File: src/rtl/mod_counter.sv
// Parametrised up/down modulo counter with programmable inclusive limit, wrap/saturate/one-shot
// overflow modes, a terminal-count pulse, a sticky overflow flag and a one-shot busy indication.
module mod_counter #(
  parameter int unsigned WIDTH = 8
) (
  input  logic             clk,
  input  logic             asyn_rst_n,
  input  logic             clr,
  input  logic             load,
  input  logic [WIDTH-1:0] data_in,
  input  logic             en,
  input  logic             up_dn,
  input  logic [1:0]       mode,
  input  logic [WIDTH-1:0] max_val,
  output logic [WIDTH-1:0] counter,
  output logic             tc,
  output logic             ovf,
  output logic             busy
);

  localparam logic [1:0] ModeWrap    = 2'b00;
  localparam logic [1:0] ModeSat     = 2'b01;
  localparam logic [1:0] ModeOneShot = 2'b10;

  typedef enum logic [1:0] {
    StIdle,
    StRun,
    StDone
  } state_e;

  state_e           state_q, state_d;
  logic [WIDTH-1:0] cnt_q, cnt_d;
  logic             tc_q, tc_d;
  logic             ovf_q, ovf_d;

  logic             one_shot;
  logic             at_bound;
  logic [WIDTH-1:0] load_val;
  logic [WIDTH-1:0] cnt_inc;
  logic [WIDTH-1:0] cnt_dec;

  assign one_shot = (mode == ModeOneShot);

  // >= catches max_val being lowered below the current count.
  assign at_bound = up_dn ? (cnt_q >= max_val) : (cnt_q == '0);
  assign load_val = (data_in > max_val) ? max_val : data_in;
  assign cnt_inc  = cnt_q + {{(WIDTH-1){1'b0}}, 1'b1};
  assign cnt_dec  = cnt_q - {{(WIDTH-1){1'b0}}, 1'b1};

  always_comb begin
    cnt_d   = cnt_q;
    tc_d    = 1'b0;
    ovf_d   = ovf_q;
    state_d = one_shot ? state_q : StIdle;

    if (clr) begin
      cnt_d   = '0;
      ovf_d   = 1'b0;
      state_d = StIdle;
    end else if (load) begin
      cnt_d   = load_val;
      state_d = StIdle;
    end else if (en) begin
      if (one_shot && (state_q == StDone)) begin
        cnt_d = cnt_q;
      end else if (at_bound) begin
        tc_d  = 1'b1;
        ovf_d = 1'b1;
        unique case (mode)
          ModeSat:     cnt_d = cnt_q;
          ModeOneShot: state_d = StDone;
          // ModeWrap and the reserved encoding both wrap.
          default:     cnt_d = up_dn ? '0 : max_val;
        endcase
      end else begin
        cnt_d = up_dn ? cnt_inc : cnt_dec;
        if (one_shot) begin
          state_d = StRun;
        end
      end
    end
  end

  always_ff @(posedge clk or negedge asyn_rst_n) begin
    if (!asyn_rst_n) begin
      state_q <= StIdle;
      cnt_q   <= '0;
      tc_q    <= 1'b0;
      ovf_q   <= 1'b0;
    end else begin
      state_q <= state_d;
      cnt_q   <= cnt_d;
      tc_q    <= tc_d;
      ovf_q   <= ovf_d;
    end
  end

  assign counter = cnt_q;
  assign tc      = tc_q;
  assign ovf     = ovf_q;
  assign busy    = (state_q == StRun);

  logic unused_mode;
  assign unused_mode = (mode == ModeWrap);

endmodule

File: config.mk
export PLATFORM = sky130hd
export DESIGN_NAME = mod_counter
export DESIGN_NICKNAME = d
export VERILOG_FILES = /design/src/rtl/mod_counter.sv
export SDC_FILE = /design/constraint.sdc
export NUM_CORES = 1
export LEC_CHECK = 0
export CAP_MARGIN = 20
export CORE_UTILIZATION = 30
export CTS_CLUSTER_SIZE = 12
export DETAILED_ROUTE_END_ITERATION = 7
export SLEW_MARGIN = 30
export SYNTH_ARGS = -nofsm -noshare
export SYNTH_HDL_FRONTEND = slang
export SYNTH_SLANG_ARGS = --single-unit
File: constraint.sdc
create_clock -name clk -period 2.35 [get_ports clk]
set_input_delay 0.3525 -clock clk [delete_from_list [all_inputs] [get_ports clk]]
set_output_delay 0.3525 -clock clk [all_outputs]
set_load 0.1 [all_outputs]
* Word level (Yosys, flattened, before mapping) *
Cells that the tools add are included.

word-level totals
  output and inout port bits = 11
  flip-flop bits (word level) = 12
  word-level logic and storage cells = 52
  input port bits = 24

cells by class
  eq/ne operators = 8
  reductions and logical operators = 8
  add/sub/neg operators = 2
  magnitude comparators = 2
  mux-type cells = 28

operators by type and width
  kind                                               number
  two-way mux 8 bit                                  9
  two-way mux 2 bit                                  8
  two-way mux 1 bit                                  11
  adder 8 x 1 -> 8 bit (second input constant)       1
  >= comparator 8 bit                                1
  greater-than comparator 8 bit                      1
  zero test 8 bit                                    1
  subtractor 8 x 1 -> 8 bit (second input constant)  1
  == test 2 x 1 -> 1 bit (second input constant)     2
  == test 2 bit (second input constant)              2
  != test 2 bit (second input constant)              2
  != test 4 bit (second input constant)              1
  AND reduction 4 bit                                1
  nonzero test 2 bit                                 2
  != test 3 bit (second input constant)              1
  AND reduction 3 bit                                1
  nonzero test 3 bit                                 1
  OR reduction 2 bit                                 1
  logical AND 1 bit                                  1

* Logic depth before layout (Yosys ltp) *
Gate-level depths: netlist (run 1).

  depth after elaboration = 8
  gate-level depth with buffers = 9
  mapped depth without buffers = 8

* Least setup slack after synthesis (run 1) *
No wires, ideal clock.

  kind = register to register
  start point = reg cnt_q[0] (netlist: counter[0])
  end point = reg cnt_q[2] (netlist: counter[2])
  setup slack = -0.459 ns
  arrival time = 2.683 ns
  stages on the path, launching flop included = 8
  path through = dfrtp_1 -> inv_1 -> ha_1 -> nor2b_1 -> o21ai_0 -> a221o_1 -> a31o_1 -> a221o_1

on the way
  cells in the longest elaborated chain, start to end = 7
  elaborated cells on any way between the ends = 13
  classes of those cells = add/sub: 2; order compare: 1; eq/ne: 1; mux: 7; reduce/logical: 2

ends and longest elaborated chain
  item                                                     RTL line  text
  from (decl)                                              32        logic [WIDTH-1:0] cnt_q, cnt_d;
  from (signal assigned)                                   92        cnt_q <= cnt_d;
  subtractor 8 x 1 -> 8 bit, or another cell as far along  48        assign cnt_dec = cnt_q - {{(WIDTH-1){1'b0}}, 1'b1};
  two-way mux 8 bit or two-way mux 1 bit (tied branches)   76, 45
  two-way mux 8 bit                                        66        end else if (at_bound) begin
  two-way mux 8 bit                                        64        if (one_shot && (state_q == StDone)) begin
  two-way mux 8 bit                                        63        end else if (en) begin
  two-way mux 8 bit                                        60        end else if (load) begin
  two-way mux 8 bit                                        56        if (clr) begin

Parallel ways exist; a longest one is shown, timed or not. The select of a mux whose other input is x is not followed.
A chain may end at the register's enable or synchronous reset.

* Worst setup path in the final report (run 1) *
  start point = reg cnt_q[7] (netlist: counter[7])
  end point = reg cnt_q[4] (netlist: counter[4])

on the way
  cells in the longest elaborated chain, start to end = 7
  elaborated cells on any way between the ends = 10
  classes of those cells = order compare: 1; eq/ne: 1; mux: 6; reduce/logical: 2

ends and longest elaborated chain
  item                                                    RTL line  text
  >= comparator 8 bit or zero test 8 bit (tied branches)  45        assign at_bound = up_dn ? (cnt_q >= max_val) : (cnt_q == '0);
  two-way mux 1 bit *                                     45
  two-way mux 8 bit                                       66
  two-way mux 8 bit                                       64
  two-way mux 8 bit                                       63
  two-way mux 8 bit                                       60
  two-way mux 8 bit                                       56

Mark *: on every way between the ends. The rest lies on a longest branch, timed or not. The select of a mux whose other input is x is not followed.

==> results.ini, run 1 <==
[floorplanning]
core_area_um2 = 4786
std_cell_rows = 25
dieHeight_um = 72.83
effective_utilization_at_floorplan = 0.3145
io_pins = 35
floorplan.die_area_um2 = 5304
die-width_um = 72.83

[route]
vias_per_cell = 5.220
num_vias = 1712
detail_route.first_pass.iterations = 5
postRouteAntennaNets = 0
first_iter_violations = 82
drc_errors = 0
total_length_of_routed_wires_um = 4970
detail_route.wl_per_cell_um = 15.15

[place]
routabilityCongestion = 0.8332
dp_worst_setup_slack_ps = -405.8
post_dp_cell_area_um2 = 2227
detailed_place_hpwl_um = 3880
place.port_buffers = 34

[synthesis]
synth-warning-count = 0
synth-edff-count = 0
synth_area_um2 = 1505
synth-adder-area-share = 0.2045
synth_cell_types = 52
xor_xnor_share_of_the_synthesized_area = 0.02328
synth_compound_area_frac = 0.2544
netlist_instances = 183
post_synth_mux_area_share = 0.05320
postSynthRegisterBits = 12
syn-num-nets = 231
synth_ff_type = dfrtp_1
synth_top_family_by_area = compound AO/OA/AOI/OAI gates
synth_seq_area_share = 0.1995
synth_area_per_cell_um2 = 8.225
yosys.area_share.simple = 0.2145
synth-async-reset-ratio = 1.000

[sta]
fin_skew_ps = 5.096
timing.final.hold_violations = 0
fin_hold_ws_ps = 496.9
slew-limit-headroom = 0.5749
timing_worst_slew_pin_value_ps = 635.7
final.period_utilization = 0.9689
final_max_slew_viol_count = 0
maxClockFrequency_mhz = 439.2
totalNegativeSetupSlack_ps = 0
grt_setup_unrepaired = no
fin_crit_ps = 2277
report.final.setup_viol = 0
layout_setup_ws_ps = 73.18

[pwr]
p_total_mw = 1.515
static-leakage-power_nw = 1.169
vdd_ir_drop_max_mv = 0.4299
power.density_cell_area_nw_per_um2 = 596.6

[layout]
layout_fillers = 472
area_growth_synth_to_finish_pct = 68.66
fin_nets = 310
diodes = 0
design_area_um2 = 2539
final_layout_size_suffix_gt1_frac = 0.4138

[grt]
grt_first_pass_wirelength_um = 7886
gr_usage_total = 0.1939
grt_antenna_before_repair = 0
grt.overflow.total = 0
largest_net_degree_at_the_start_of_global_routing = 13
vias_in_the_first_global_route = 1658

[setup_path]
launch_point_of_the_worst_path = counter[7]
critical_path.max_stage_delay_ps = 530
critPathCaptureType = register
crit_fanout = 6
crit_required_ps = 2510
cp_cell_sequence = ha_4, or4_4, a221o_1, a31oi_2, buf_6, nor2_1, a41oi_2
timing.reg2reg.setup_slack_ps = 70
r2r_start = counter[7]
criticalPathCategory = register to register
worstPathArrival_ps = 2430
timing.critical_path.slowest_stage_cell = or4_4
crit_end = counter[4]
reg2regPathDepth = 7
cp-start-kind = register
endpoint_of_the_worst_slack_reg_to_reg_timing_path = counter[4]

[cts]
cts_sinks = 12
cts-htree-levels = 1
cts_root_buf = clkbuf_8
cts_hold_buf = 0
cts.clk_slew.worst_paths_ps = 60
clockBufferDepth = 2
cts_tree = built
num_cts_buffers = 3
worst_skew_pair.late_latency_ps = 250

[hold_path]
holdCritPathClass = input port to async pin

[flow_run]
max_cap_violations = 0

[run_status]
status = finished clean

==> cell families after synthesis <==
logic type               after synthesis
AO/OA/AOI/OAI                         54
XOR/XNOR                               4
adder cells (fa/ha/maj)               24
buffers and inverters                 20
flip-flops                            12
multiplexers                           8
AND/OR/NAND/NOR                       61
==> critical path: cells and delay by family, from the launching register on <==
kind | cells | cell delay, ps
AO/OA/AOI/OAI | 3 | 780
adder cells (fa/ha/maj) | 1 | 180
flip-flops | 1 | 500
AND/OR/NAND/NOR | 2 | 580
buffers and inverters | 1 | 150
==> placed cells by master (no fill, tap or decap), drive strengths merged, types with 3 or more instances in the layout <==
cell type | synthesis | final
buf | 1 | 54
ha | 23 | 23
nor2 | 17 | 17
inv | 17 | 17
clkdlybuf4s50 | 0 | 15
dfrtp | 12 | 12
o21ai | 11 | 11
a21oi | 10 | 10
nand2 | 9 | 9
mux2i | 8 | 8
nor3 | 7 | 7
dlymetal6s2s | 0 | 5
a221o | 4 | 4
or2 | 4 | 4
nand4 | 4 | 4
clkbuf | 2 | 4
a31oi | 4 | 4
nand3 | 3 | 3
a21o | 3 | 3
nor2b | 3 | 3
a211oi | 3 | 3
dlygate4sd2 | 0 | 3
o22ai | 3 | 3
nand2b | 3 | 3
==> registers in the layout, indices dropped and copies added, names as in the netlist <==
| name | count |
|---|---|
| counter | 8 |
| state_q | 2 |
| tc | 1 |
| ovf | 1 |
==> cell type report <==
| type | count | area (µm²) | area share |
|---|---|---|---|
| sequential | 12 | 320.3 | 0.1262 |
| inverter | 17 | 63.81 | 0.02514 |
| timing repair buffer | 77 | 659.4 | 0.2597 |
| tap | 67 | 83.83 | 0.03302 |
| multi-input combinational | 151 | 1356 | 0.5343 |
| clock buffer | 4 | 55.05 | 0.02169 |
==> cells in the mapped netlist, types with 2 or more instances <==
master	number	share of area
nand4_1	4	0.017
o21ai_1	2	0.0067
nor2b_1	3	0.012
a31oi_1	3	0.012
or2_2	4	0.017
clkbuf_1	2	0.0050
o21ai_0	9	0.030
nand2_1	8	0.020
inv_1	16	0.040
xor2_1	2	0.012
a21oi_1	10	0.033
xnor2_1	2	0.012
nor2_1	16	0.040
nand2b_1	3	0.012
nand3_1	3	0.010
a221o_1	4	0.027
o22ai_1	3	0.012
nor3_1	7	0.023
nor3b_1	2	0.010
ha_1	23	0.19
a41oi_1	2	0.012
a21o_1	3	0.015
nor4_1	2	0.0083
dfrtp_1	12	0.20
and2_1	2	0.0083
a211oi_1	3	0.015
mux2i_1	8	0.053
==> worst min-delay path by stage <==
| stage | to | from | cells past startpoint |
|---|---|---|---|
| CTS | counter[4] | asyn_rst_n | 1 |
| global route | counter[4] | asyn_rst_n | 1 |
| floorplan | counter[1] | asyn_rst_n | 0 |
| detailed placement | ovf | ovf | 2 |
| finish | counter[4] | asyn_rst_n | 1 |
| global placement | ovf | ovf | 2 |
==> report_power, final <==
| part | switching [mW] | internal (mW) | total [mW] | leakage, nW |
|---|---|---|---|---|
| Sequential | 0.0334 | 0.243 | 0.277 | 0.147 |
| Combinational | 0.570 | 0.429 | 0.999 | 0.992 |
| Clock | 0.0907 | 0.148 | 0.239 | 0.0288 |
| Total | 0.694 | 0.821 | 1.51 | 1.17 |
==> per-stage QoR <==
step	util	cells
5_1_grt	0.5305	328
3_3_place_gp	0.4654	320
2_1_floorplan	-	183
3_5_place_dp	0.4654	320
4_1_cts	0.4808	324
6_report	0.5305	328
==> layer usage <==
metal | global-route usage | vias to the layer above | share of wire
met5 | 0 | - | 0
met2 | 0.3229 | 54 | 0.46
met4 | 0.01743 | 0 | 0.0054
li1 | - | 857 | -
met1 | 0.2692 | 797 | 0.47
met3 | 0.03729 | 4 | 0.056
==> repair_timing <==
action                     4_1_cts  5_1_grt
cloned                           0        0
setup endpoints to repair        8       10
gates resized for setup         11       39
pin swaps                        2       16
buffers inserted                 0        4
No activity file was read; power rests on OpenSTA's default activity.
==> inputs of run 2 (changes only) <==
- CORE_UTILIZATION: 30 -> 46
- CTS_CLUSTER_DIAMETER: default -> 150
- PLACE_DENSITY: default -> 0.77
==> results.ini, run 2 (synthesized netlist as in run 1, its figures left out) <==
[route]
route.met3.wl_um = 275  ; was 279 µm
maxUsedRoutingLayer = met4  ; unchanged
route.layer.met1.wl_um = 2272  ; was 2352 µm
detailroute.wirelength.met2_um = 2514  ; was 2310 µm
detail_route.first_pass.iterations = 4  ; was 5
drc_errors = 0  ; unchanged
detail_route.wl_per_cell_um = 17.02  ; was 15.15 µm
postRouteAntennaNets = 0  ; unchanged
num_vias = 1758  ; was 1712
first_iter_violations = 110  ; was 82
vias_per_cell = 5.783  ; was 5.220
total_length_of_routed_wires_um = 5173  ; was 4970 µm

[sta]
fin_hold_ws_ps = 437.8  ; was 496.9 ps
final.period_utilization = 0.9812  ; was 0.9689
maxClockFrequency_mhz = 433.7  ; was 439.2 MHz
timing_worst_slew_pin_value_ps = 595.6  ; was 635.7 ps
timing.final.hold_violations = 0  ; unchanged
totalNegativeSetupSlack_ps = 0  ; unchanged
fin_crit_ps = 2306  ; was 2277 ps
grt_setup_unrepaired = no  ; unchanged
slew-limit-headroom = 0.6017  ; was 0.5749
layout_setup_ws_ps = 44.29  ; was 73.18 ps
report.final.setup_viol = 0  ; unchanged
fin_skew_ps = 9.707  ; was 5.096 ps
final_max_slew_viol_count = 0  ; unchanged

[setup_path]
criticalPathCategory = register to register  ; unchanged
timing.critical_path.slowest_stage_cell = or4_4  ; unchanged
critical_path.max_stage_delay_ps = 530  ; about the same
cp_cell_sequence = ha_4, or4_4, a221o_1, a31o_4, a221o_1  ; was ha_4, or4_4, a221o_1, a31oi_2, buf_6, nor2_1, a41oi_2
crit_fanout = 5  ; was 6
critPathCaptureType = register  ; unchanged
critical-path-top-cell-by-count = a221o_1
cp-start-kind = register  ; unchanged
crit_required_ps = 2510  ; about the same
worstPathArrival_ps = 2470  ; was 2430 ps

[cts]
cts-htree-levels = 1  ; unchanged
clockBufferDepth = 2  ; unchanged
cts.clk_slew.worst_paths_ps = 90  ; was 60 ps
worst_skew_pair.late_latency_ps = 280  ; was 250 ps
cts_hold_buf = 0  ; unchanged
num_cts_buffers = 3  ; unchanged
cts_sinks = 12  ; unchanged
cts_root_buf = clkbuf_4  ; was clkbuf_8
cts_tree = built  ; unchanged

[floorplanning]
std_cell_rows = 20  ; was 25
io_pins = 35  ; unchanged
effective_utilization_at_floorplan = 0.4890  ; was 0.3145
die-width_um = 59.20  ; was 72.83 µm
core_area_um2 = 3078  ; was 4786 µm²
dieHeight_um = 59.20  ; was 72.83 µm
floorplan.die_area_um2 = 3505  ; was 5304 µm²

[layout]
instances_no_fill = 304  ; was 328
layout.area.seq_um2 = 320.3  ; unchanged
layout_fillers = 224  ; was 472
most_common_library_cell_in_the_layout_ignoring_fill_and_taps = buf_4  ; unchanged
fin_nets = 309  ; was 310
diodes = 0  ; unchanged
design_area_um2 = 2365  ; was 2539 µm²
largest_register_ff_count = 8  ; unchanged
final_layout_size_suffix_gt1_frac = 0.3577  ; was 0.4138
multi_input_comb_area_um2 = 1252  ; was 1356 µm²
layout_common_cells = buf_4 (51), ha_1 (18), clkdlybuf4s50_1 (18), nor2_1 (16), inv_1 (14)  ; was buf_4 (50), nor2_1 (15), clkdlybuf4s50_1 (15), ha_1 (13), inv_1 (10)
area_growth_synth_to_finish_pct = 57.11  ; was 68.66%

[grt]
grt.overflow.total = 0  ; unchanged
vias_in_the_first_global_route = 1704  ; was 1658
grt_first_pass_wirelength_um = 7997  ; was 7886 µm
largest_net_degree_at_the_start_of_global_routing = 13  ; unchanged
gr_usage_total = 0.3080  ; was 0.1939
grt_antenna_before_repair = 0  ; unchanged

[place]
detailed_place_hpwl_um = 4182  ; was 3880 µm
dpl.cell_count = 300  ; was 320
dp_worst_setup_slack_ps = -370.3  ; was -405.8 ps
routabilityCongestion = 0.9366  ; was 0.8332
post_dp_cell_area_um2 = 2221  ; was 2227 µm²
place.port_buffers = 34  ; unchanged

[pwr]
vdd_ir_drop_max_mv = 0.2551  ; was 0.4299 mV
static-leakage-power_nw = 1.114  ; was 1.169 nW
power.density_cell_area_nw_per_um2 = 596.2  ; was 596.6 nW/µm²

[hold_path]
holdCritPathClass = input port to async pin  ; unchanged

[flow_run]
max_cap_violations = 0  ; unchanged

[run_status]
status = finished clean  ; unchanged

-- run 2: changes by cell type in the layout (fill, tap and decap cells not counted), sizes merged --
cell           change
clkdlybuf4s50      +3
buf                -1
dlymetal6s2s       -3
-- run 2: metrics by stage --
| step | power, mW | utilization |
|---|---|---|
| finish | 1.410 | 0.7683 |
| global route | 1.492 | 0.7683 |
| CTS | 1.361 | 0.7374 |
| detailed placement | 1.177 | 0.7215 |
| global placement | 1.157 | 0.7215 |
| floorplan | 0.8395 | - |
-- run 2: path summary, 6_finish.rpt --
path / startpoint / to / slack [ps] / depth (start not counted)
worst max-delay path: counter[3] / counter[5] / 40 / 5
worst min-delay path: asyn_rst_n / ovf / 440 / 1
worst max register to register: counter[3] / counter[5] / 40 / 5
worst min register to register: ovf / ovf / 530 / 2
max in group asynchronous: asyn_rst_n / counter[4] / 1460 / 1
min in group clk: ovf / ovf / 530 / 2
-- run 2: layout make-up --
| cell class | instances | area share |
|---|---|---|
| multi-input cells | 151 | 0.5296 |
| flip-flops and latches | 12 | 0.1354 |
| well taps | 44 | 0.02328 |
| clock buffers | 4 | 0.01534 |
| inverters | 17 | 0.02698 |
| repair buffers | 76 | 0.2693 |
-- run 2: per-layer routing --
metal / up-vias / track usage
li1: 851 / -
met1: 823 / 0.3896
met2: 71 / 0.5393
met3: 13 / 0.03930
met4: 0 / 0.09524
met5: - / 0
-- run 2: what timing repair did --
action                     4_1_cts  5_1_grt
setup buffers                    0        0
setup endpoints to repair        5        8
gates resized for setup          9       17
pin swaps                        6       12
-- run 2: worst max-delay path: cells and delay by family, from the launching register on --
family          cells  cell delay [ps]
fa+ha+maj           1              170
flops               1              520
compound gates      3              980
simple gates        1              530
-- run 2: report_power, final --
| group | switching (mW) | internal, mW |
|---|---|---|
| clock network | 0.0791 | 0.0942 |
| registers | 0.0441 | 0.243 |
| logic | 0.545 | 0.404 |
